$ cat src/rtl/mult_share_ctrl_pkg.sv
// -----------------------------------------------------------------------------
// mult_defs
// Shared definitions for the multiplier-sharing controller:
//   - state_t      : controller FSM encoding (IDLE=0, BUSY=1, RESP=2)
//   - DEF_WIDTH    : default operand width
//   - DEF_MULT_LATENCY : default multiplier calculation time in cycles
//   - clog2_min1() : index width helper, never returns less than 1
// No ports (package).
// -----------------------------------------------------------------------------
package mult_defs;

  typedef enum logic [1:0] {
    IDLE = 2'd0,
    BUSY = 2'd1,
    RESP = 2'd2
  } state_t;

  localparam int DEF_WIDTH        = 4;
  localparam int DEF_MULT_LATENCY = 16;

  // Width needed to index n items; a 1-bit field is kept even for n <= 2 so
  // that no zero-width vectors appear anywhere.
  function automatic int clog2_min1(input int n);
    return (n <= 2) ? 1 : $clog2(n);
  endfunction

endpackage

$ cat src/rtl/mult_share_ctrl_rr_arbiter.sv
// -----------------------------------------------------------------------------
// mult_rr_arbiter
// Combinational round-robin pick: the first set request bit at or above the
// pointer, wrapping modulo NUM_REQ.
// Ports:
//   i_req     in  NUM_REQ  request vector
//   i_ptr     in  ID_W     highest-priority index for this pick
//   o_onehot  out NUM_REQ  one-hot winner (all zero when no request)
//   o_idx     out ID_W     winner index (0 when no request)
//   o_any     out 1        at least one request is set
// -----------------------------------------------------------------------------
module mult_rr_arbiter
  import mult_defs::*;
#(
  parameter int NUM_REQ = 4,
  parameter int ID_W    = clog2_min1(NUM_REQ)
) (
  input  logic [NUM_REQ-1:0] i_req,
  input  logic [ID_W-1:0]    i_ptr,
  output logic [NUM_REQ-1:0] o_onehot,
  output logic [ID_W-1:0]    o_idx,
  output logic               o_any
);

  logic [ID_W-1:0] w_j;
  logic            w_found;

  // NOTE: every signal written here gets a default before the loop; a path
  // that leaves one unassigned would infer a latch.
  always_comb begin
    o_onehot = '0;
    o_idx    = '0;
    w_found  = 1'b0;
    w_j      = '0;
    // Scan from the pointer upward; the modulo folds the search back to 0.
    for (int k = 0; k < NUM_REQ; k++) begin
      w_j = ID_W'((int'(i_ptr) + k) % NUM_REQ);
      if (!w_found && i_req[w_j]) begin
        w_found       = 1'b1;
        o_idx         = w_j;
        o_onehot[w_j] = 1'b1;
      end
    end
    o_any = w_found;
  end

endmodule

$ cat src/rtl/mult_share_ctrl.sv
// -----------------------------------------------------------------------------
// mult_share_ctrl
// Shares one fixed-latency multiplier between NUM_REQ requesters. A winner is
// picked round-robin, its operands are driven to the multiplier with start held
// for MULT_LATENCY cycles, then the product is returned with the requester id
// on a valid/ready response port. All outputs are registered.
// Ports:
//   clk, rst        clock; asynchronous active-high reset
//   req             per-requester request (held with operands until grant)
//   a_in, b_in      packed operands, requester i at [i*WIDTH +: WIDTH]
//   grant           one-hot single-cycle pulse: operands taken
//   mult_start      start to the multiplier
//   mult_a, mult_b  operands to the multiplier
//   mult_c          product from the multiplier
//   rsp_valid       response available
//   rsp_id          requester owning rsp_data
//   rsp_data        captured product
//   rsp_ready       consumer accepts the response
// -----------------------------------------------------------------------------
module mult_share_ctrl
  import mult_defs::*;
#(
  parameter  int NUM_REQ      = 4,
  parameter  int WIDTH        = DEF_WIDTH,
  parameter  int MULT_LATENCY = DEF_MULT_LATENCY,
  localparam int ID_W         = clog2_min1(NUM_REQ)
) (
  input  logic                     clk,
  input  logic                     rst,
  input  logic [NUM_REQ-1:0]       req,
  input  logic [NUM_REQ*WIDTH-1:0] a_in,
  input  logic [NUM_REQ*WIDTH-1:0] b_in,
  output logic [NUM_REQ-1:0]       grant,
  output logic                     mult_start,
  output logic [WIDTH-1:0]         mult_a,
  output logic [WIDTH-1:0]         mult_b,
  input  logic [2*WIDTH-1:0]       mult_c,
  output logic                     rsp_valid,
  output logic [ID_W-1:0]          rsp_id,
  output logic [2*WIDTH-1:0]       rsp_data,
  input  logic                     rsp_ready
);

  localparam int CNT_W = clog2_min1(MULT_LATENCY);

  // Registered state
  state_t             r_state;
  logic [NUM_REQ-1:0] r_grant;
  logic               r_start;
  logic [WIDTH-1:0]   r_a;
  logic [WIDTH-1:0]   r_b;
  logic [ID_W-1:0]    r_id;
  logic [ID_W-1:0]    r_ptr;
  logic [CNT_W-1:0]   r_cnt;
  logic               r_rsp_valid;
  logic [ID_W-1:0]    r_rsp_id;
  logic [2*WIDTH-1:0] r_rsp_data;

  // Next-state values
  state_t             w_state_nxt;
  logic [NUM_REQ-1:0] w_grant_nxt;
  logic               w_start_nxt;
  logic [WIDTH-1:0]   w_a_nxt;
  logic [WIDTH-1:0]   w_b_nxt;
  logic [ID_W-1:0]    w_id_nxt;
  logic [ID_W-1:0]    w_ptr_nxt;
  logic [CNT_W-1:0]   w_cnt_nxt;
  logic               w_rsp_valid_nxt;
  logic [ID_W-1:0]    w_rsp_id_nxt;
  logic [2*WIDTH-1:0] w_rsp_data_nxt;

  // Arbiter result
  logic [NUM_REQ-1:0] w_win_onehot;
  logic [ID_W-1:0]    w_win_idx;
  logic               w_any;

  mult_rr_arbiter #(
    .NUM_REQ (NUM_REQ),
    .ID_W    (ID_W)
  ) u_arb (
    .i_req    (req),
    .i_ptr    (r_ptr),
    .o_onehot (w_win_onehot),
    .o_idx    (w_win_idx),
    .o_any    (w_any)
  );

  always_comb begin
    w_state_nxt     = r_state;
    w_grant_nxt     = '0;          // grant is a single-cycle pulse
    w_start_nxt     = r_start;
    w_a_nxt         = r_a;
    w_b_nxt         = r_b;
    w_id_nxt        = r_id;
    w_ptr_nxt       = r_ptr;
    w_cnt_nxt       = r_cnt;
    w_rsp_valid_nxt = r_rsp_valid;
    w_rsp_id_nxt    = r_rsp_id;
    w_rsp_data_nxt  = r_rsp_data;

    unique case (r_state)
      IDLE: begin
        if (w_any) begin
          w_grant_nxt = w_win_onehot;
          w_start_nxt = 1'b1;
          w_a_nxt     = a_in[int'(w_win_idx)*WIDTH +: WIDTH];
          w_b_nxt     = b_in[int'(w_win_idx)*WIDTH +: WIDTH];
          w_id_nxt    = w_win_idx;
          // Next scan starts just past the winner so every requester gets a turn.
          w_ptr_nxt   = (w_win_idx == ID_W'(NUM_REQ - 1)) ? '0 : w_win_idx + 1'b1;
          w_cnt_nxt   = '0;
          w_state_nxt = BUSY;
        end
      end

      BUSY: begin
        // Counter reaches MULT_LATENCY-1 on the edge that ends the
        // MULT_LATENCY-th start cycle; that is when mult_c is valid.
        if (r_cnt == CNT_W'(MULT_LATENCY - 1)) begin
          w_rsp_data_nxt  = mult_c;
          w_rsp_id_nxt    = r_id;
          w_rsp_valid_nxt = 1'b1;
          w_start_nxt     = 1'b0;
          w_state_nxt     = RESP;
        end else begin
          w_cnt_nxt = r_cnt + 1'b1;
        end
      end

      RESP: begin
        // No arbitration on the handshake edge; the next pick happens in IDLE.
        if (rsp_ready) begin
          w_rsp_valid_nxt = 1'b0;
          w_state_nxt     = IDLE;
        end
      end

      default: w_state_nxt = IDLE;
    endcase
  end

  // NOTE: sequential state uses non-blocking assignments so every register
  // samples the pre-edge values, independent of statement order.
  always_ff @(posedge clk or posedge rst) begin
    if (rst) begin
      r_state     <= IDLE;
      r_grant     <= '0;
      r_start     <= 1'b0;
      r_a         <= '0;
      r_b         <= '0;
      r_id        <= '0;
      r_ptr       <= '0;
      r_cnt       <= '0;
      r_rsp_valid <= 1'b0;
      r_rsp_id    <= '0;
      r_rsp_data  <= '0;
    end else begin
      r_state     <= w_state_nxt;
      r_grant     <= w_grant_nxt;
      r_start     <= w_start_nxt;
      r_a         <= w_a_nxt;
      r_b         <= w_b_nxt;
      r_id        <= w_id_nxt;
      r_ptr       <= w_ptr_nxt;
      r_cnt       <= w_cnt_nxt;
      r_rsp_valid <= w_rsp_valid_nxt;
      r_rsp_id    <= w_rsp_id_nxt;
      r_rsp_data  <= w_rsp_data_nxt;
    end
  end

  assign grant      = r_grant;
  assign mult_start = r_start;
  assign mult_a     = r_a;
  assign mult_b     = r_b;
  assign rsp_valid  = r_rsp_valid;
  assign rsp_id     = r_rsp_id;
  assign rsp_data   = r_rsp_data;

endmodule

$ cat config.mk
export PLATFORM = sky130hd
export DESIGN_NAME = mult_share_ctrl
export DESIGN_NICKNAME = d
export VERILOG_FILES = /design/src/rtl/mult_share_ctrl_pkg.sv /design/src/rtl/mult_share_ctrl_rr_arbiter.sv /design/src/rtl/mult_share_ctrl.sv
export SDC_FILE = /design/constraint.sdc
export NUM_CORES = 1
export LEC_CHECK = 0
export BUFFER_PORTS_ARGS = -buffer_cell sky130_fd_sc_hd__buf_2
export CAP_MARGIN = 20
export CORE_MARGIN = 2
export CORE_UTILIZATION = 52
export CTS_CLUSTER_SIZE = 14
export DETAILED_ROUTE_END_ITERATION = 16
export GPL_TIMING_DRIVEN = 0
export PLACE_DENSITY = 0.86
export SETUP_SLACK_MARGIN = 0.2
export SLEW_MARGIN = 20
export SYNTH_ARGS = -nofsm -noshare
export SYNTH_HDL_FRONTEND = slang
export SYNTH_SLANG_ARGS = --single-unit
$ cat constraint.sdc
create_clock -name clk -period 4.2 [get_ports clk]
set_input_delay 0.21 -clock clk [delete_from_list [all_inputs] [get_ports clk]]
set_output_delay 0.21 -clock clk [all_outputs]
set_load 0.1 [all_outputs]
==> metrics.md <==
| Metric | Value |
|---|---|
| Worst reg-to-reg path cell count | `12` |
| Warnings from Yosys | `0` |
| Worst relative slew slack | `0.255` |
| N_diodes | `0` |
| Clk root buf | `clkbuf_8` |
| Crit path to | `mult_a[3]$_DFFE_PP0P_` |
| TNS Setup | `0 ps` |
| CORE AREA | `0.00432 mm2` |
| Largest stage delay on the critical path | `550 ps` |
| Routed wire length | `5.68 mm` |
| #FFs+latches synth | `34` |
| Worst min path class | `primary input to asynchronous set/reset pin` |
| Synth top area share | `0.366` |
| Reg clk slew, reported paths | `70 ps` |
| Clock latency on the worst-skew pair | `290 ps` |
| Layout cells sized above 1 | `0.341` |
| Slew Limit Fails | `0` |
| Die footprint | `0.00502 mm2` |
| Worst Clk Skew | `1.65 ps` |
| Io pins | `71` |
| Top_reg_cell synth | `dfrtp_1` |
| Routed Antenna Nets | `0` |
| Hpwl dp | `4.18 mm` |
| Worst Path Buf+Inv | `5` |
| Maximum buffer depth of the clock tree | `2` |
| Worst path most repeated cell | `clkbuf_2` |
| Post-CTS repair timing setup buffer count | `0` |
| Gr usage total | `0.234` |
| CP Depth | `12` |
| Vias in the first global route | `2098` |
| Initial antenna violation count | `0` |
| Fin crit share | `0.876` |
| Post-place setup slack | `178 ps` |
| CP Max Fanout | `10` |
| Largest area contributor in the netlist | `dfrtp_1` |
| DRT Pass-1 Iters | `4` |
| FILL cells | `353` |
| Initial DRC count | `114` |
| Multi-input gate area | `0.00139 mm2` |
| Setup Viol. Count Final | `0` |
| Post-synthesis cell count | `234` |
| Die X | `70.9 um` |
| Wire length per cell | `15.7 um` |
| Mapped cell area | `0.00232 mm2` |
| Critical-path cell list | `clkbuf_2 -> clkbuf_2 -> inv_1 -> ha_1 -> mux4_2 -> or2_1 -> buf_2 -> or4_4 -> o21ai_4 -> and2_1 -> buf_4 -> a21oi_1` |
| Arrival time worst endpoint | `3850 ps` |
| Post-synth EDFFs | `0` |
| Via count | `2195` |
| Fraction of registers with async set/reset | `1.00` |
| Reg-to-Reg Start | `r_ptr[0]$_DFFE_PP0P_` |
| TritonCTS clock tree | `built` |
| First-pass GRT wire length | `9.47 mm` |
| CP top delay family | `buffers and inverters` |
| Nets | `367` |
| Crit path kind | `register to register` |
| Cell Area, Placed | `0.00274 mm2` |
| Ranking of synthesized cells by area | `dfrtp_1 37%, mux2_2 6.8%, ha_1 4.8%` |
| Final worst slack | `519 ps` |
| PortBufs | `70` |
| RSZ-0062 raised after global routing | `no` |
| Max_cap viols | `0` |
| Worst setup path startpoint | `r_ptr[0]$_DFFE_PP0P_` |
| Distinct cells, synth | `44` |
| Area grow syn2layout | `23.2%` |
| # DRC | `0` |
| Register area share after synthesis | `0.366` |
| Register area | `851 um2` |
| F_max | `272 MHz` |
| CTS Buf Count | `5` |
| Routability cong. | `0.882` |
| Critical Path RT | `4360 ps` |
| CTS Sinks | `34` |
| Hold Buf Count CTS | `0` |
| Drt via density | `6.05` |
| Post-route core utilization | `0.662` |
| Largest net degree at the start of global routing | `35` |
| Commonest non-fill, non-tap cell in the layout | `buf_2` |
| Die Ht | `70.9 um` |
| Hold Fails Final Rpt | `0` |
| Reg-to-reg endpoint | `mult_a[3]$_DFFE_PP0P_` |
| Post-Syn Nets | `290` |
| Startpoint types | `register` |
| Min cycle time layout | `3680 ps` |
| Reg-to-reg setup timing slack | `520 ps` |
| Final instance area | `0.00286 mm2` |
| Crit path max-delay cell type | `dfrtp_1` |
| Outcome | `completed` |
| Worst setup EP type | `register` |
| Post-synthesis average cell area | `9.93 um2` |
| Initial Util | `0.538` |
| Worst-Margin Slew | `1110 ps` |
| Most frequent cells in the layout | `73 x buf_2, 34 x dfrtp_1, 20 x nand3_1` |
| H-Tree Depth | `2` |
| Core Rows | `24` |
| GRT overflow | `0` |
==> kinds of logic (layout without fill, tap and decap cells) <==
| kind of cell | count (synthesis) | in the layout | synth area share |
|---|---|---|---|
| compound gates | 70 | 70 | 0.235 |
| xor+xnor | 3 | 3 | 0.0113 |
| fa+ha+maj | 9 | 9 | 0.0484 |
| buf+inv | 24 | 101 | 0.0420 |
| flops | 34 | 34 | 0.366 |
| mux | 29 | 29 | 0.154 |
| simple gates | 65 | 65 | 0.144 |
==> worst min path at each step <==
stage,startpoint,to,slack (ps),cells after the start
after CTS,rst,rsp_id[1]$_DFFE_PP0P_,60,2
after global placement,rsp_ready,r_state[1]$_DFFE_PP0P_,400,2
after global routing,rst,rsp_data[4]$_DFFE_PP0P_,100,2
after detailed placement,rst,rsp_data[4]$_DFFE_PP0P_,360,2
final,rst,rsp_data[4]$_DFFE_PP0P_,20,2
after floorplan,rsp_ready,r_state[1]$_DFFE_PP0P_,300,1
==> registers in the layout, summed over array words and instances (netlist names) <==
name / flops
rsp_valid: 1
r_cnt: 4
r_id: 2
mult_b: 4
grant: 4
rsp_id: 2
mult_start: 1
r_ptr: 2
rsp_data: 8
mult_a: 4
r_state: 2
==> cells in the mapped netlist, types with 2 or more instances <==
library cell / number
nor3_1: 2
mux2i_1: 11
clkbuf_1: 11
o221ai_1: 8
o32ai_1: 8
nand2_1: 8
a21o_1: 2
ha_1: 9
nand3_1: 20
nor2b_1: 4
buf_1: 2
buf_2: 3
inv_1: 7
a221o_1: 8
xor2_1: 3
o21ai_0: 6
o31ai_1: 2
a22oi_1: 12
a21oi_1: 10
nor2_1: 16
mux4_2: 4
and3b_1: 2
and2_1: 3
mux2_2: 14
dfrtp_1: 34
a221oi_1: 4
nand2b_1: 4
==> per-stage QoR <==
| stage | std cells | hold slack, ps |
|---|---|---|
| 6_report | 363 | 22.9 |
| 5_1_grt | 363 | 100 |
| 4_1_cts | 363 | 55.6 |
| 3_5_place_dp | 356 | 361 |
| 3_3_place_gp | 356 | 404 |
| 2_1_floorplan | 234 | 299 |
==> routing by layer <==
layer,GRT usage,up-vias,wire (um)
met1,0.295,1014,2220
met2,0.405,107,2850
met4,0.0671,0,91
met5,0,-,0
met3,0.0527,14,518
li1,-,1060,-
==> cell type report <==
class	count	area share
clock buffers	6	0.0288
multi-input cells	176	0.484
clock inverters	1	0.0105
plain buffers	17	0.0258
well taps	52	0.0227
inverters	7	0.00917
repair buffers	70	0.122
flip-flops and latches	34	0.297
==> repair_timing <==
action / 4_1_cts / 5_1_grt
gates resized for setup: 1 / 4
setup endpoints to repair: 7 / 12
endpoints found under the hold margin: 0 / 0
Power is left out: the tool's default activity adds up to more than one toggle a clock period on the data nets, which glitch-free logic cannot reach.
